==> src/rtl/button_event_arbiter.sv <==
// button_event_arbiter: latches button rising edges and serialises them as single events,
// round-robin over a valid/ready handshake with a programmable idle gap between events.
module button_event_arbiter #(
   parameter int NUM_BTNS   = 7,
   parameter int ID_WIDTH   = 3,
   parameter int GAP_CYCLES = 4
) (
   input  logic                clk,
   input  logic                reset,
   input  logic [NUM_BTNS-1:0] btn_in,
   input  logic                evt_ready,
   input  logic                overrun_clr,
   output logic                evt_valid,
   output logic [ID_WIDTH-1:0] evt_id,
   output logic [NUM_BTNS-1:0] pending,
   output logic                overrun
);
   localparam logic [7:0] GAP_LOAD = GAP_CYCLES == 0 ? 8'd0 : 8'(GAP_CYCLES - 1);
   typedef enum logic [1:0] {IDLE, OFFER, GAP} state_t;
   state_t state, state_nxt;
   logic [NUM_BTNS-1:0] btn_q, rise, grant_vec;
   logic [ID_WIDTH-1:0] last_grant, winner;
   logic [ID_WIDTH:0] idx;
   logic [7:0] gap_cnt;
   logic grant, handshake;
   assign rise = btn_in & ~btn_q;
   // scanning downward lets the nearest set bit after last_grant overwrite farther ones
   always_comb begin
      winner = '0;
      idx = '0;
      for (int k = NUM_BTNS; k >= 1; k--) begin
         idx = {1'b0, last_grant} + (ID_WIDTH+1)'(k);
         idx = idx >= (ID_WIDTH+1)'(NUM_BTNS) ? idx - (ID_WIDTH+1)'(NUM_BTNS) : idx;
         winner = pending[idx[ID_WIDTH-1:0]] ? idx[ID_WIDTH-1:0] : winner;
      end
   end
   always_ff @(posedge clk or posedge reset) begin
      if (reset) state <= IDLE;
      else       state <= state_nxt;
   end
   always_comb begin
      state_nxt = state;
      case (state)
         IDLE:    state_nxt = |pending ? OFFER : IDLE;
         OFFER:   state_nxt = evt_ready ? (GAP_CYCLES == 0 ? IDLE : GAP) : OFFER;
         GAP:     state_nxt = gap_cnt == 8'd0 ? IDLE : GAP;
         default: state_nxt = IDLE;
      endcase
   end
   always_comb begin
      evt_valid = state == OFFER;
      grant     = state == IDLE && |pending;
      handshake = evt_valid && evt_ready;
      grant_vec = grant ? NUM_BTNS'(1) << winner : '0;
   end
   // a rise on the bit being granted re-arms it rather than counting as an overrun
   always_ff @(posedge clk or posedge reset) begin
      if (reset) begin
         btn_q      <= '0;
         pending    <= '0;
         overrun    <= 1'b0;
         last_grant <= ID_WIDTH'(NUM_BTNS - 1);
         evt_id     <= '0;
         gap_cnt    <= '0;
      end else begin
         btn_q      <= btn_in;
         pending    <= (pending & ~grant_vec) | rise;
         overrun    <= |(rise & pending & ~grant_vec) ? 1'b1 : overrun_clr ? 1'b0 : overrun;
         last_grant <= grant ? winner : last_grant;
         evt_id     <= grant ? winner : evt_id;
         gap_cnt    <= handshake ? GAP_LOAD : (state == GAP && gap_cnt != 8'd0) ? gap_cnt - 8'd1 : gap_cnt;
      end
   end
endmodule

==> config.mk <==
export PLATFORM = sky130hd
export DESIGN_NAME = button_event_arbiter
export DESIGN_NICKNAME = d
export VERILOG_FILES = /design/src/rtl/button_event_arbiter.sv
export SDC_FILE = /design/constraint.sdc
export NUM_CORES = 1
export LEC_CHECK = 0
export CAP_MARGIN = 20
export CELL_PAD_IN_SITES_DETAIL_PLACEMENT = 0
export CELL_PAD_IN_SITES_GLOBAL_PLACEMENT = 1
export CORE_UTILIZATION = 30
export DETAILED_ROUTE_END_ITERATION = 12
export GPL_ROUTABILITY_DRIVEN = 1
export PLACE_DENSITY_LB_ADDON = 0.1
export SLEW_MARGIN = 20
export SYNTH_ARGS = -nofsm -noshare
export SYNTH_HDL_FRONTEND = slang
export SYNTH_SLANG_ARGS = --single-unit
==> constraint.sdc <==
create_clock -name clk -period 12.1 [get_ports clk]
set_input_delay 1.21 -clock clk [delete_from_list [all_inputs] [get_ports clk]]
set_output_delay 1.21 -clock clk [all_outputs]
set_load 0.005 [all_outputs]
Word level (Yosys, flattened, before mapping)
Cells that the tools add are included.
{"block": "totals", "out_inout_bits": 12, "inputBits": 11, "word_cells": 93, "ff_bits": 31}
{"block": "op_classes", "shifts": 1, "bitwise": 7, "n_reduce_logical": 10, "n_eq_ne": 2, "addsub": 15, "mux": 37, "n_lt_le_gt_ge": 14}
{"cell": "$mux 3", "n": 14}
{"cell": "$and 7x7->7", "n": 4}
{"cell": "$ge 4x3->1 const B", "n": 7}
{"cell": "$lt 3x4->1 const B", "n": 7}
{"cell": "$bmux 1 s3", "n": 7}
{"cell": "$sub 3x3->3 const B", "n": 7}
{"cell": "$add 3x3->4 const B", "n": 4}
{"cell": "$mux 8", "n": 2}
{"cell": "$not 7->7", "n": 2}
{"cell": "$reduce_or 7->1", "n": 2}
{"cell": "$mux 1", "n": 10}
{"cell": "$add 3x2->4 const B", "n": 2}
{"cell": "$logic_not 8->1", "n": 1}
{"cell": "$reduce_bool 8->1", "n": 1}
{"cell": "$sub 8x1->8 const B", "n": 1}
{"cell": "$mux 7", "n": 1}
{"cell": "$or 7x7->7", "n": 1}
{"cell": "$shl 1x3->7 const A", "n": 1}
{"cell": "$pmux 2 s3", "n": 1}
{"cell": "$add 3x1->4 const B", "n": 1}
{"cell": "$mux 2", "n": 2}
{"cell": "$reduce_bool 2->1", "n": 2}
{"cell": "$logic_and 1x1->1", "n": 3}
{"cell": "$eq 2x1->1 const B", "n": 1}
{"cell": "2 further kinds", "n": 2}

Depth between registers and ports, before layout
{"block": "logic_depth", "ltp_word": 18, "mapped_depth": 16, "depth_no_buf": 14}

Worst setup path before layout
Ideal clock, no wire load.
{"block": "synth_path", "path_type": "reg2reg", "from": "reg last_grant[0]", "to": "reg overrun", "stages_incl_launch_ff": 16, "arrival_time_ns": 3.704, "synth_period_minus_slack_ns": 3.837, "t_required_ns": 11.967, "path_buffers": 3, "setup_ns": 0.133, "setup_slack_ns": 8.263, "cell_sequence": "dfrtp_1 -> clkinv_1 -> clkbuf_1 -> ha_1 -> buf_6 -> buf_12 -> mux2i_1 -> mux4_2 -> or2_4 -> and4_4 -> o22a_1 -> o311a_1 -> o31ai_4 -> nand3_1 -> a221oi_2 -> nand3_1"}
{"block": "synth_via", "elab_chain_cells": 18, "elab_cells_between_ends": 56, "classes_between": "add/sub (14); order compare (7); shift (1); mux (30); bitwise (2); reduce/logical (2)"}
{"item": "start: declaration", "line_no": "22", "source": "logic [ID_WIDTH-1:0] last_grant, winner;"}
{"item": "start signal: assignment", "line_no": "62", "source": "last_grant <= ID_WIDTH'(NUM_BTNS - 1);"}
{"item": "start signal: assignment", "line_no": "69", "source": "last_grant <= grant ? winner : last_grant;"}
{"item": "$add 3x3->4", "line_no": "32", "source": "idx = {1'b0, last_grant} + (ID_WIDTH+1)'(k);"}
{"item": "$ge 4x3->1 / $sub 3x3->3 (equally long branches)", "line_no": "33", "source": "idx = idx >= (ID_WIDTH+1)'(NUM_BTNS) ? idx - (ID_WIDTH+1)'(NUM_BTNS) : idx;"}
{"item": "$mux 3", "line_no": "33"}
{"item": "$bmux 1 s3", "line_no": "34", "source": "winner = pending[idx[ID_WIDTH-1:0]] ? idx[ID_WIDTH-1:0] : winner;"}
{"item": "$mux 1 (implied by the code)", "line_no": "34"}
{"item": "$mux 3 (6 in series)", "line_no": "34"}
{"item": "$mux 3 (*)", "line_no": "34"}
{"item": "$shl 1x3->7 (*)", "line_no": "54", "source": "grant_vec = grant ? NUM_BTNS'(1) << winner : '0;"}
{"item": "$mux 7 (*)", "line_no": "54"}
{"item": "$not 7->7 (*)", "line_no": "68", "source": "overrun <= |(rise & pending & ~grant_vec) ? 1'b1 : overrun_clr ? 1'b0 : overrun;"}
{"item": "$and 7x7->7 (*)", "line_no": "68"}
{"item": "$reduce_or 7->1 (*)", "line_no": "68"}
{"item": "$mux 1 / $reduce_bool 2->1 (equally long branches)"}
{"item": "end signal: assignment", "line_no": "68"}
{"item": "end: declaration", "line_no": "16", "source": "output logic overrun"}
Every way passes the cells marked *; elsewhere a longest branch is shown, timed or not. The select of a mux whose other input is x is not followed.
A chain may end at the register's enable or synchronous reset.

Worst setup path in the final report
Same ends and word-level chain as after synthesis.

==> out/metrics.sh <==
RUN_STATUS='finished, final reports clean'
POST_SYNTH_INST_COUNT=370
COREAREA_UM2=9910
SYNTH_SEQUENTIAL_AREA_RATIO=0.243
FIRST_GLOBAL_VIAS=2770
SYNTH_TOP_FAMILY_BY_AREA='compound AO/OA/AOI/OAI gates'
DR.PASS1.ITERS=4
HTREEDEPTH=2
CRIT_PATH_MAX_FANOUT=42
GP_CONGESTION=0.861
IO_PINS=23
TIGHTEST_SLEW_NS=0.904
ANTENNA_CELLS_INSERTED=0
SYNTH.YOSYS.WARNINGS=0
GRT_USE_TOTAL=0.175
GLOBALROUTE.TOTALOVERFLOW=0
WORST_SETUP_PATH_START_KIND='flip-flop'
PLACE_HPWL_MM=6.71
LAYOUT-DRIVE-GT1-SHARE=0.108
MAX-CLOCK-PATH-BUFFERS=2
SYNTHSIMPLEGATEAREAFRAC=0.236
ROUTE.ANTENNA.REMAINING_NETS=0
SYNTH_FLOP_CELL='dfrtp_1'
FINALCLOCKSKEW_NS=0.00347
NUM_VIAS=2830
SETUP_CRIT_END_KIND='flip-flop'
PORTBUFFERS=22
CRIT_PATH_FREQUENT_CELL='buf_4'
SEQUENCE_OF_CELLS_ON_THE_CRITICAL_PATH='buf_4 -> clkinv_1 -> ha_1 -> buf_4 -> mux2i_1 -> mux4_2 -> or2_4 -> and4_4 -> o22a_1 -> o311a_1 -> o31ai_4 -> a41oi_1 -> a221oi_2 -> nand3_1'
CTS_BUFFERS=5
ANTENNA_FOUND_INITIAL=0
SYNTH_XOR_XNOR_AREA_SHARE=0.0282
NETLIST_AREA_UM2=3100
POST_DP_CELL_AREA_UM2=3370
CRITICAL-PATH-MAX-STAGE-DELAY_NS=0.85
DIE_H_UM=104
RESIZED_GATES_AFTER_CTS=0
FINAL_ROUTED_DRC_VIOLATION_TOTAL=0
POST_CTS.REPAIR.SETUP_BUFFERS=0
REQUIRED_NS=12.25
SETUP_TOTAL_NEGATIVE_SLACK_NS=0
SYNTH_FA_HA_AREA_FRAC=0.0549
DPL_WORST_SLACK_NS=6.86
POST_SYNTHESIS_MUX_AREA_SHARE=0.0972
SYNTH_CELL_TYPES=80
GRT_PASS1_WL_MM=14.9
DRT-INITIAL-DRC-COUNT=164
LAYOUT_WORST_PATH_CYCLE_SHARE=0.434
WIRELENGTH_MM=9.30
CTS.REPORTEDPATHS.CLKPINSLEW_NS=0.06
FLOW.AREA_GROWTH_FROM_SYNTHESIS_PCT=11.5
LAYOUT.CELLS.MOST_COMMON='nand2_1'
ARRIVAL_TIME_AT_THE_WORST_ENDPOINT_NS=5.40
SYN-NUM-NETS=394
CTS_TREE='done'
RSZ0062_AT_GRT='false'
CLOCK-ROOT-BUFFER='clkbuf_8'
FINAL_NETS=403
SETUP_SLACK_NS=6.85
TIMING.FINAL.HOLD_VIOLATIONS=0
HOLDBUFCOUNTCTS=0
SYNTH_COMPOUND_GATE_AREA_SHARE=0.263
SYNTHARSTFLOPSHARE=1.00
DIE-WIDTH_UM=104
VIA_PER_INST=5.52
ROWS=36
POSTSYNTHREGISTERBITS=30
WIRE_PER_INST_UM=18.1
MAX_CLOCK_FREQ_MHz=190
FLOORPLAN.INITIALDENSITY=0.313
HOLD_PATH.CLASS='reg2reg'
MAX-CAP-VIOLATIONS=0
REG2REG_SETUP_SLACK_NS=6.85
PIN_COUNT_OF_THE_BIGGEST_NET_ENTERING_GLOBAL_ROUTING=43
SETUP_VIOLATIONS=0
LAYOUT.CELL_AREA.NON_FILLER_UM2=3460
FINALWORSTPATHREQUIREDPERIOD_NS=5.25
SYNTH-EDFF-COUNT=0
CLKLATENCYLATEPIN_NS=0.27
MOST_USED_CELLS_IN_THE_LAYOUT_EXCLUDING_FILL_AND_TAP_CELLS='nand2_1, dfrtp_1, nor2_1'
CLKSINKCOUNT=30
WORST-SETUP-PATH-TYPE='reg2reg'
MAX_SLEW_MARGIN=0.389
FINAL-MAX-SLEW-VIOLATION-COUNT=0
SYNTH_AREA_PER_CELL_UM2=8.38
WORST_PATH_MAX_DELAY_CELL='ha_1'
DIEAREA_UM2=10700
[Yosys cell counts (all sizes together) (4+ instances only)]
library cell,instances,area share
dfrtp,28,0.23
ha,12,0.048
clkbuf,6,0.0073
nor2,24,0.029
nand3,10,0.016
nand2,30,0.036
inv,23,0.028
a211oi,8,0.019
xnor2,8,0.023
a311oi,5,0.016
nor3b,6,0.015
a31oi,4,0.0081
a21o,4,0.0097
mux2i,20,0.065
and3,4,0.0081
buf,18,0.041
or3,5,0.012
or2,11,0.023
nor4,5,0.010
a211o,5,0.014
o2111ai,4,0.011
a21oi,15,0.024
o21ai,18,0.029
nor3,11,0.018
mux2,7,0.025
nand2b,9,0.018
o211ai,6,0.015
nor2b,9,0.018
[logic make-up (layout without fill, tap and decap cells)]
logic type / count (synthesis) / count (layout)
AOI/OAI and AO/OA: 104 / 104
xor gates and xnor gates: 10 / 10
adders and majority gates: 13 / 13
buffers and inverters: 48 / 58
DFF: 30 / 30
muxes: 28 / 28
and+or+nand+nor: 137 / 137
[critical path: cells and delay by family, from the launching register on]
family	cells	cell delay [ns]
AOI/OAI and AO/OA	5	1.37
DFF	1	0.32
adders and majority gates	1	0.85
and+or+nand+nor	3	0.50
buffers and inverters	3	1.34
muxes	2	0.72
[final timing paths]
kind,cells after the start,to,from
max reg2reg,14,overrun$_DFFE_PP0P_,last_grant[0]$_DFFE_PP0P_
max,14,overrun$_DFFE_PP0P_,last_grant[0]$_DFFE_PP0P_
min in group asynchronous,3,btn_q[2]$_DFF_PP0_,reset
min,1,pending[6]$_DFF_PP0_,btn_q[6]$_DFF_PP0_
min reg2reg,1,pending[6]$_DFF_PP0_,btn_q[6]$_DFF_PP0_
max in group asynchronous,3,last_grant[2]$_DFFE_PP1P_,reset
[flip-flops by register name, summed over array words and instances (netlist names)]
name        cells
evt_id          2
gap_cnt         8
last_grant      3
state           2
overrun         1
pending         7
btn_q           7
[metal layers]
layer,vias up,routed length (um),GRT usage
met3,6,383,0.0289
met5,-,0,0
met2,70,4300,0.290
met4,0,75,0.0296
met1,1373,4540,0.241
li1,1381,-,-
[per-stage QoR]
step | hold slack [ns] | instances | util
floorplan | 0.425 | 370 | -
global placement | 0.438 | 505 | 0.340
detailed placement | 0.443 | 505 | 0.340
CTS | 0.454 | 513 | 0.349
global route | 0.472 | 513 | 0.349
finish | 0.449 | 513 | 0.349
[cell type report]
cell class / count / area [um^2]
clock buffer: 7 / 86.3
clock inverter: 1 / 5.00
fill: 1068 / 6450
inverter: 24 / 90.1
multi-input combinational: 292 / 2110
sequential: 30 / 753
tap: 133 / 166
timing repair buffer: 26 / 250
Power is not shown: default switching activity piles up to over one toggle a cycle in this logic, so the estimate is an artifact.
